File: src/rtl/cpu_pkg.sv
// Shared definitions for the CPU boot path: loader states and word/memory sizing.
package cpu_pkg;

  localparam int WORD_W       = 32;
  localparam int IM_DEPTH_DEF = 64;

  typedef enum logic [1:0] {
    LOAD,
    HOLD,
    RUN,
    ERROR
  } load_state_e;

endpackage

File: src/rtl/program_loader.sv
// Streams a program into instruction memory over valid/ready, then releases the
// CPU from reset after a short hold; flags overflow when the program cannot fit.
module program_loader
  import cpu_pkg::*;
#(
  parameter int IM_DEPTH = IM_DEPTH_DEF,
  parameter int ADDR_W   = 6,
  parameter int RST_HOLD = 2
) (
  input  logic              clk,
  input  logic              rst,
  input  logic              in_valid,
  output logic              in_ready,
  input  logic [WORD_W-1:0] in_data,
  input  logic              in_last,
  input  logic              reload,
  output logic              im_we,
  output logic [ADDR_W-1:0] im_addr,
  output logic [WORD_W-1:0] im_wdata,
  output logic              cpu_rst,
  output logic              done,
  output logic              error,
  output logic [ADDR_W:0]   word_count
);

  localparam int HOLD_W = (RST_HOLD < 2) ? 1 : $clog2(RST_HOLD);
  localparam logic [ADDR_W:0]   LAST_IDX  = (ADDR_W + 1)'(IM_DEPTH - 1);
  localparam logic [HOLD_W-1:0] HOLD_LAST = HOLD_W'(RST_HOLD - 1);

  load_state_e       state_q, state_d;
  logic [ADDR_W:0]   count_q, count_d;
  logic [HOLD_W-1:0] hold_q, hold_d;
  logic              we_q, we_d;
  logic [ADDR_W-1:0] addr_q, addr_d;
  logic [WORD_W-1:0] wdata_q, wdata_d;
  logic              accept;

  // Ready is gated by the reset pin so nothing is offered while held in reset.
  assign in_ready = rst & (state_q == LOAD);
  assign accept   = in_valid & in_ready;

  always_ff @(posedge clk or negedge rst) begin
    if (!rst) begin
      state_q <= LOAD;
      count_q <= '0;
      hold_q  <= '0;
      we_q    <= 1'b0;
      addr_q  <= '0;
      wdata_q <= '0;
    end else begin
      state_q <= state_d;
      count_q <= count_d;
      hold_q  <= hold_d;
      we_q    <= we_d;
      addr_q  <= addr_d;
      wdata_q <= wdata_d;
    end
  end

  always_comb begin
    state_d = state_q;
    count_d = count_q;
    hold_d  = hold_q;
    we_d    = 1'b0;
    addr_d  = addr_q;
    wdata_d = wdata_q;

    case (state_q)
      LOAD: begin
        if (accept) begin
          we_d    = 1'b1;
          addr_d  = count_q[ADDR_W-1:0];
          wdata_d = in_data;
          count_d = count_q + 1'b1;
          if (in_last) begin
            state_d = HOLD;
            hold_d  = '0;
          end else if (count_q == LAST_IDX) begin
            // The final in-range word is still written; anything after it is refused.
            state_d = ERROR;
          end
        end
      end

      HOLD: begin
        hold_d = hold_q + 1'b1;
        if (hold_q == HOLD_LAST) begin
          state_d = RUN;
        end
      end

      RUN, ERROR: begin
        if (reload) begin
          state_d = LOAD;
          count_d = '0;
        end
      end

      default: begin
        state_d = LOAD;
        count_d = '0;
      end
    endcase
  end

  assign im_we      = we_q;
  assign im_addr    = addr_q;
  assign im_wdata   = wdata_q;
  assign word_count = count_q;
  assign done       = (state_q == RUN);
  assign cpu_rst    = (state_q != RUN);
  assign error      = (state_q == ERROR);

endmodule

File: config.mk
export PLATFORM = sky130hd
export DESIGN_NAME = program_loader
export DESIGN_NICKNAME = d
export VERILOG_FILES = /design/src/rtl/cpu_pkg.sv /design/src/rtl/program_loader.sv
export SDC_FILE = /design/constraint.sdc
export NUM_CORES = 1
export LEC_CHECK = 0
export BUFFER_PORTS_ARGS = -buffer_cell sky130_fd_sc_hd__buf_2
export CAP_MARGIN = 20
export CORE_MARGIN = 2
export CORE_UTILIZATION = 47
export CTS_BUF_LIST = sky130_fd_sc_hd__clkbuf_8 sky130_fd_sc_hd__clkbuf_16
export DETAILED_ROUTE_END_ITERATION = 7
export PLACE_DENSITY_LB_ADDON = 0.08
export SYNTH_ARGS = -nofsm -noshare
export SYNTH_HDL_FRONTEND = slang
export SYNTH_SLANG_ARGS = --single-unit
export TNS_END_PERCENT = 30
File: constraint.sdc
create_clock -name clk -period 1.7 [get_ports clk]
set_input_delay 0.255 -clock clk [delete_from_list [all_inputs] [get_ports clk]]
set_output_delay 0.255 -clock clk [all_outputs]
set_load 0.005 [all_outputs]
==> flow_summary_export.csv <==
group,metric,value,unit
outcome,status,"finished, final reports clean",
power,power_density,1500,mW/mm^2
sta,rsz0062_at_grt,"false",
routing,drt_iter0_drc,184,
critical_path,r2r_start,"word_count[0]",
placement,place_inst,348,
min_path,hp-class,"in2async",
critical_path,crit_path_start,"word_count[0]",
routing,wl,4280,um
power,switchingPower,0.00130,W
job,cap_violations,0,
cts,clk_pin_slew,0.08,ns
global_routing,antenna_found_initial,0,
synthesis,synth_largest_area_cell,"dfrtp_1",
synthesis,netlist_area,0.00201,mm^2
routing,drtPass1Iterations,4,
placement,gp_congestion,0.802,
critical_path,end_kind,"flop",
floorplanning,fp.dieArea,0.00482,mm^2
critical_path,r2r_slack,0.24,ns
cts,cts_made_buffers,5,
cts,cts_resized,0,
critical_path,crit_arrival,1.64,ns
power,power_frac_comb,34.9,%
synthesis,seq_area_frac_synth,60.9,%
synthesis,syn_avg_cell_area,9.36,um^2
sta,period_share,85.8,%
critical_path,worstRegToRegCells,4,
cts,h-tree-depth,2,
floorplanning,core,0.00406,mm^2
critical_path,cpPeakStageDelay,0.42,ns
cts,cts_tree,"built",
synthesis,synth_fp_nets,253,
power,swShare,33.4,%
floorplanning,chipWidth,69.4,um
floorplanning,start_util,49.6,%
synthesis,async_flop_share,100,%
global_routing,grt_usage,18.4,%
finish,finalNetCount,343,
cts,clockBufferDepth,2,
power,leakage,1.53,nW
critical_path,crit_chain,"ha_1 -> nand3_1 -> o211a_1 -> a211o_1",
cts,numClockSinks,49,
routing,drc_errors,0,
floorplanning,fp.dieH,69.4,um
critical_path,reg2reg_to,"word_count[6]",
sta,skew,0.00330,ns
critical_path,cpMaxStageDelayCell,"dfrtp_1",
routing,antenna_left,0,
floorplanning,io_pins,87,
global_routing,grt_util_met2,26.8,%
synthesis,synth_area_leaders,"dfrtp_1 (61%), nand2_1 (22%), nand4bb_4 (1.4%)",
finish,drive_gt1_share,33.8,%
placement,dpl.hpwl,3010,um
critical_path,path_max_fanout,6,
floorplanning,row_count,23,
power,seq_power_share,48.0,%
sta,finalSetupTns,0,ns
synthesis,yosysWarnings,0,
global_routing,grt_start_max_net_pins,50,
routing,vias,1712,
synthesis,yosys.area.top_type_share,60.9,%
global_routing,grt.busiest_layer,"met2",
routing,wl_per_cell,12.1,um
global_routing,grt-ovfl-total,0,
power,peakVddDrop,0.688,mV
critical_path,required,1.89,ns
synthesis,synthCells,215,
synthesis,synth-seq-cells,49,
global_routing,globalRouteMet1Util,26.2,%
critical_path,critPathKind,"reg2reg",
finish,area_growth,29.4,%
global_routing,grt_pass1_wl,7050,um
cts,clock_latency,0.29,ns
cts,cts_hold_buf,0,
synthesis,synth_edf_count,0,
finish,finalNonFillerCells,355,
synthesis,synth.distinct_cells,31,
cts,clockRootBuffer,"clkbuf_8",
power,clkPwrFrac,17.1,%
sta,worst_pin_slew,0.604,ns
routing,routed_via_density,4.82,
finish,antenna_cells,0,
sta,slew-limit-headroom,59.7,%
sta,fin_crit,1.46,ns
global_routing,met3_usage,6.54,%
sta,finalMaxSlewViolations,0,
placement,port_buffers,86,
sta,fmax,686,MHz
cts,cts_setup_buffers,0,
sta,setup_viol,0,
global_routing,grt_pass1_vias,1500,
sta,hold_viol_final,0,
critical_path,crit_path_start_kind,"flop",
synthesis,ys.flop_type,"dfrtp_1",
power,p_int,0.00260,W
==> kinds of logic (layout without fill, tap and decap cells) <==
| group | count (synthesis) | after routing | synth area share, % |
|---|---|---|---|
| adder cells (fa/ha/maj) | 1 | 1 | 0.622 |
| XOR/XNOR | 2 | 2 | 0.871 |
| AO/OA/AOI/OAI | 12 | 12 | 5.04 |
| flip-flops | 49 | 49 | 60.9 |
| AND/OR/NAND/NOR | 134 | 134 | 27.9 |
| buffers and inverters | 15 | 105 | 3.61 |
| multiplexers | 2 | 2 | 0.995 |
==> cell usage after synthesis, drive strengths merged, types with 2 or more instances <==
master / number
clkbuf: 4
xnor2: 2
nand2: 119
dfrtp: 49
nor4: 2
a22o: 3
mux2i: 2
o21ai: 2
buf: 6
inv: 5
nand3: 4
==> routing by layer <==
layer | vias to the layer above | routed length [um]
met5 | - | 0
met4 | 0 | 44
met2 | 71 | 1880
met3 | 6 | 380
li1 | 861 | -
met1 | 774 | 1980
==> cell type report <==
cell class                      count  area (um^2)
Timing Repair Buffer               93          495
Multi-Input combinational cell    151          713
Sequential cell                    49         1230
Tap cell                           50         62.6
Fill cell                         358         1460
Clock inverter                      1         3.75
Inverter                            5         18.8
Clock buffer                        6         82.6
==> how the worst max path moves through the flow <==
stage / end
floorplan: word_count[5]
global placement: word_count[6]
detailed placement: word_count[6]
CTS: word_count[6]
global route: word_count[6]
finish: word_count[6]
==> worst max-delay path, delay by kind of cell, from the launching register on <==
| kind | cells | cell delay [ns] |
|---|---|---|
| AO/OA/AOI/OAI | 2 | 0.53 |
| adder cells (fa/ha/maj) | 1 | 0.21 |
| flip-flops | 1 | 0.42 |
| AND/OR/NAND/NOR | 1 | 0.19 |
==> state kept, by name, summed over array words and instances (netlist names) <==
register / count
im_we: 1
hold_q: 1
im_addr: 6
word_count: 7
state_q: 2
im_wdata: 32
==> power by group through the flow <==
stage	combinational [W]	clock, W	sequential [W]
finish	0.00136	0.000665	0.00187
global route	0.00156	0.000739	0.00194
CTS	0.00139	0.000686	0.00188
detailed placement	0.00140	0	0.00188
global placement	0.00135	0	0.00189
floorplan	0.000658	0	0.00193
==> cell usage in the layout (no fill, tap or decap), types with 3 or more instances in the layout <==
master,count
nand2_1,119
buf_2,86
dfrtp_1,49
clkbuf_8,6
buf_4,6
inv_1,5
nand3_1,4
a22o_1,3
==> through the flow <==
step                cell area (um^2)  util, %  hold slack (ns)  total power (W)  setup slack, ns
floorplan                       2010        -          -0.0406          0.00259            0.199
global placement                2520     62.0            0.444          0.00324            0.307
detailed placement              2520     62.0            0.448          0.00328            0.269
CTS                             2600     64.1            0.133          0.00395            0.254
global route                    2600     64.1            0.141          0.00424            0.153
finish                          2600     64.1            0.141          0.00390            0.241
Note: power is estimated with default switching activity, not from simulation.
